File: src/rtl/ula_mul_seq.sv
// Sequential unsigned 32x32->64 shift-and-add multiplier for MULTU.
// Borrows the shared ula32 adder through a request/grant handshake; one ADD per granted cycle.
module ula_mul_seq #(
    parameter logic [2:0] OP_ADD = 3'b010
) (
    input  logic        clk,
    input  logic        rst,
    input  logic        start,
    input  logic [31:0] op_a,
    input  logic [31:0] op_b,
    output logic        busy,
    output logic        done,
    output logic [31:0] hi,
    output logic [31:0] lo,
    output logic        alu_req,
    input  logic        alu_gnt,
    output logic [2:0]  alu_ctrl,
    output logic [31:0] alu_a,
    output logic [31:0] alu_b,
    output logic        alu_addsub,
    input  logic [31:0] alu_result
);

    localparam int N_ITER = 32;
    localparam logic [4:0] LAST_ITER = 5'(N_ITER - 1);

    typedef enum logic [1:0] {
        S_IDLE = 2'd0,
        S_RUN  = 2'd1,
        S_DONE = 2'd2
    } state_t;

    state_t      state_q, state_d;
    logic [31:0] mcand_q, mcand_d;
    logic [31:0] hi_acc_q, hi_acc_d;
    logic [31:0] lo_acc_q, lo_acc_d;
    logic [4:0]  cnt_q, cnt_d;
    logic [31:0] hi_q, hi_d;
    logic [31:0] lo_q, lo_d;

    logic        carry;
    logic [31:0] sum;

    // ALU operands come straight from registers so they stay stable while ungranted.
    assign alu_a      = hi_acc_q;
    assign alu_b      = lo_acc_q[0] ? mcand_q : 32'd0;
    assign alu_ctrl   = OP_ADD;
    assign alu_addsub = 1'b0;

    assign busy    = (state_q == S_RUN);
    assign alu_req = (state_q == S_RUN);
    assign done    = (state_q == S_DONE);
    assign hi      = hi_q;
    assign lo      = lo_q;

    // ula32 exposes no carry-out, so recover it from the operand and sum MSBs.
    assign sum   = alu_result;
    assign carry = (alu_a[31] & alu_b[31]) | ((alu_a[31] | alu_b[31]) & ~sum[31]);

    always_comb begin
        state_d  = state_q;
        mcand_d  = mcand_q;
        hi_acc_d = hi_acc_q;
        lo_acc_d = lo_acc_q;
        cnt_d    = cnt_q;
        hi_d     = hi_q;
        lo_d     = lo_q;

        case (state_q)
            S_IDLE, S_DONE: begin
                if (start) begin
                    mcand_d  = op_a;
                    hi_acc_d = 32'd0;
                    lo_acc_d = op_b;
                    cnt_d    = 5'd0;
                    state_d  = S_RUN;
                end else if (state_q == S_DONE) begin
                    state_d = S_IDLE;
                end
            end
            S_RUN: begin
                if (alu_gnt) begin
                    hi_acc_d = {carry, sum[31:1]};
                    lo_acc_d = {sum[0], lo_acc_q[31:1]};
                    cnt_d    = cnt_q + 5'd1;
                    if (cnt_q == LAST_ITER) begin
                        hi_d    = {carry, sum[31:1]};
                        lo_d    = {sum[0], lo_acc_q[31:1]};
                        state_d = S_DONE;
                    end
                end
            end
            default: state_d = S_IDLE;
        endcase
    end

    always_ff @(posedge clk) begin
        if (!rst) begin
            state_q  <= S_IDLE;
            mcand_q  <= 32'd0;
            hi_acc_q <= 32'd0;
            lo_acc_q <= 32'd0;
            cnt_q    <= 5'd0;
            hi_q     <= 32'd0;
            lo_q     <= 32'd0;
        end else begin
            state_q  <= state_d;
            mcand_q  <= mcand_d;
            hi_acc_q <= hi_acc_d;
            lo_acc_q <= lo_acc_d;
            cnt_q    <= cnt_d;
            hi_q     <= hi_d;
            lo_q     <= lo_d;
        end
    end

endmodule
File: config.mk
export PLATFORM = sky130hd
export DESIGN_NAME = ula_mul_seq
export DESIGN_NICKNAME = d
export VERILOG_FILES = /design/src/rtl/ula_mul_seq.sv
export SDC_FILE = /design/constraint.sdc
export NUM_CORES = 1
export LEC_CHECK = 0
export ABC_AREA = 1
export CORE_ASPECT_RATIO = 1.2
export CORE_UTILIZATION = 30
export CTS_BUF_LIST = sky130_fd_sc_hd__clkbuf_8
export DETAILED_ROUTE_END_ITERATION = 10
export PLACE_DENSITY_LB_ADDON = 0.3
export SYNTH_ARGS = -nofsm -noshare
export SYNTH_HDL_FRONTEND = slang
export SYNTH_SLANG_ARGS = --single-unit
File: constraint.sdc
create_clock -name clk -period 1.55 [get_ports clk]
set_clock_uncertainty 0.2 [all_clocks]
set_input_delay 0.31 -clock clk [delete_from_list [all_inputs] [get_ports clk]]
set_output_delay 0.31 -clock clk [all_outputs]
set_load 0.005 [all_outputs]
==> impl_metrics.py <==
metrics = {
    "cells_and_area": {
        "areaGrowthSynthToFinish_pct": 74.19,
        "drive_gt1_share_pct": 48.75,
        "fill_cells": 1999,
        "finalNetCount": 1291,
        "seq_area_um2": 3468,
        "multi_input_area_um2": 3472,
        "antennaDiodeCount": 0,
    },
    "synth": {
        "synth-simple-area-share_pct": 23.04,
        "synth_xor_area_share_pct": 0,
        "synthCells": 896,
        "netlist_area_um2": 6544,
        "synth-seq-cells": 167,
        "yosys_warnings": 0,
        "yosysSeqAreaShare_pct": 51.09,
        "yosysUniqueCellTypes": 18,
        "synthAdderAreaFrac_pct": 0.3824,
        "synth_top_family_by_area": "simple AND/OR/NAND/NOR gates",
        "synth_compound_area_share_pct": 15.45,
        "avgSynthCellArea_um2": 7.303,
        "synthMuxAreaShare_pct": 0,
    },
    "clock_network": {
        "cts_made_buffers": 17,
        "h-tree-depth": 4,
        "clk_latency_ps": 460,
        "cts_tree": "yes",
        "cts_hold_buf": 0,
        "root_buffer": "clkbuf_8",
        "cts_num_sinks": 167,
        "cts_buffer_depth": 2,
        "path_clk_slew_ps": 90,
    },
    "route": {
        "antenna_left": 0,
        "vias_per_cell": 4.753,
        "wire_per_inst_um": 15.92,
        "totalWireLength_um": 23430,
        "vias": 6996,
        "drtIter0Drc": 329,
        "drc": 0,
        "firstDrtPassIters": 4,
    },
    "placement": {
        "io_buffer_count": 230,
        "dp_slack_ps": -346.2,
        "gp_congestion": 0.7890,
        "dp_hpwl_um": 13320,
    },
    "power_and_ir_drop": {
        "power_leakage_nw": 5.323,
        "ir_worst_vdd_v": 0.0004904,
        "finalPower_mw": 9.871,
        "power_density_nw_per_um2": 866.0,
    },
    "timing": {
        "rsz0062_at_grt": "yes",
        "slew_violations": 0,
        "max_freq_mhz": 505.5,
        "final-setup-viol-count": 169,
        "fin_crit_sh_pct": 127.6,
        "fin_ws_ps": -428.3,
        "period_needed_ps": 1978,
        "hold_viol": 0,
        "finalHoldWorstSlack_ps": 130.9,
    },
    "global_routing": {
        "overflow": 0,
        "grt_max_degree": 53,
        "grt_pass1_wl_um": 34400,
        "grt_pass1_vias": 6525,
        "antenna_found_initial": 0,
        "grt.total_usage_pct": 19.99,
    },
    "setup_path": {
        "required_ps": 1740,
        "crit_type": "register to register",
        "endpoint_kind": "register",
        "max_stage_delay_ps": 360,
        "critPathMaxFanout": 6,
        "crit_chain": "ha_4 > nand2_4 > nor2_4 > ha_4 > nand2_4 > nor2_4 > buf_6 > nand2_8 > buf_12 > buf_12 > o21ai_2",
        "cp-start-kind": "register",
        "arrival_ps": 2170,
        "slowest_stage": "dfxtp_2",
    },
    "floorplan": {
        "top_level_ports": 235,
        "placementRows": 58,
        "coreArea_um2": 21190,
        "initial_core_util_pct": 30.88,
        "die-area_um2": 22410,
        "die_h_um": 163.8,
        "die_w_um": 136.8,
    },
    "status": {
        "violations": "setup timing",
        "status": "complete, but fails checks",
    },
    "job": {
        "cap_violations": 0,
    },
    "hold_path": {
        "min_path_type": "input pin to register",
    },
}
worst max-delay path: cells and delay by family, from the launching register on:
| family | cells | cell delay, ps |
|---|---|---|
| AOI/OAI and AO/OA | 1 | 100 |
| buffers and inverters | 3 | 430 |
| and+or+nand+nor | 5 | 500 |
| adders and majority gates | 2 | 300 |
| DFF | 1 | 360 |
flip-flops by register name (all words and copies together) (netlist names):
name      count
lo           32
mcand_q      32
lo_acc_q     32
hi           32
alu_a        32
cnt_q         5
state_q       2
final cells by class:
type	count	area share (%)
well taps	270	2.964
repair buffers	340	29.29
clock buffers	17	2.053
clock inverters	15	1.899
flip-flops and latches	167	30.43
multi-input cells	582	30.46
inverters	81	2.909
metrics by stage:
step	area, um^2	util (%)	setup TNS (ps)	cells
global route	11400	53.79	-50250	1472
finish	11400	53.79	-36300	1472
CTS	10930	51.56	-39550	1452
detailed placement	9329	44.02	-46720	1373
global placement	9329	44.02	-44510	1373
floorplan	6588	-	-6588	898
cell usage in the layout, fill, tap and decap left out, drive strengths merged:
| master | netlist | layout |
|---|---|---|
| clkbuf | 34 | 60 |
| clkinv | 0 | 3 |
| or2 | 1 | 1 |
| ha | 2 | 2 |
| a21oi | 62 | 62 |
| nand2 | 163 | 163 |
| clkinvlp | 0 | 3 |
| buf | 34 | 199 |
| bufinv | 0 | 4 |
| conb | 2 | 4 |
| clkdlybuf4s50 | 0 | 98 |
| o21ai | 140 | 140 |
| nand3 | 69 | 69 |
| dfxtp | 167 | 167 |
| inv | 81 | 86 |
| nor2 | 141 | 141 |
cell families (layout without fill, tap and decap cells):
group / Yosys count / after routing
other: 2 / 4
and+or+nand+nor: 374 / 374
AOI/OAI and AO/OA: 202 / 202
buffers and inverters: 149 / 453
DFF: 167 / 167
adders and majority gates: 2 / 2
what timing repair did:
action	CTS	global route
endpoints found under the setup margin	212	224
setup buffers	39	23
gates resized for setup	716	270
cloned	14	10
pin swaps	63	31
per-layer routing:
layer / vias up / share of wire (%) / GRT usage (%)
met5: - / 0 / 0
met4: 0 / 2.8 / 8.242
met3: 41 / 5.4 / 4.938
met2: 231 / 51 / 34.56
met1: 3284 / 41 / 23.40
li1: 3440 / - / -
power by group:
part | switching (mW) | internal [mW]
clock | 1.78 | 1.80
sequential | 0.135 | 4.49
combinational | 0.843 | 0.821
path summary, 6_finish.rpt:
kind / depth (start not counted) / from / end / slack (ps)
worst min-delay path: 5 / rst / cnt_q[2] / 130
worst max register to register: 11 / cnt_q[0] / lo[2] / -430
worst max-delay path: 11 / cnt_q[0] / lo[2] / -430
worst min register to register: 2 / lo[27] / lo[27] / 260
cells in the mapped netlist:
library cell	number	area share [%]
nand3_1	69	5.3
nand2_1	160	9.2
dfxtp_1	167	51
inv_2	4	0.23
buf_2	21	1.6
conb_1	2	0.11
clkbuf_1	34	2.0
or2_2	1	0.096
nor2_4	1	0.17
buf_6	4	0.69
nand2_2	3	0.29
o21ai_0	111	8.5
inv_1	77	4.4
buf_4	9	1.0
ha_1	2	0.38
nor2_1	140	8.0
o21ai_1	29	2.2
a21oi_1	62	4.7
Note: power is estimated with default switching activity, not from simulation.
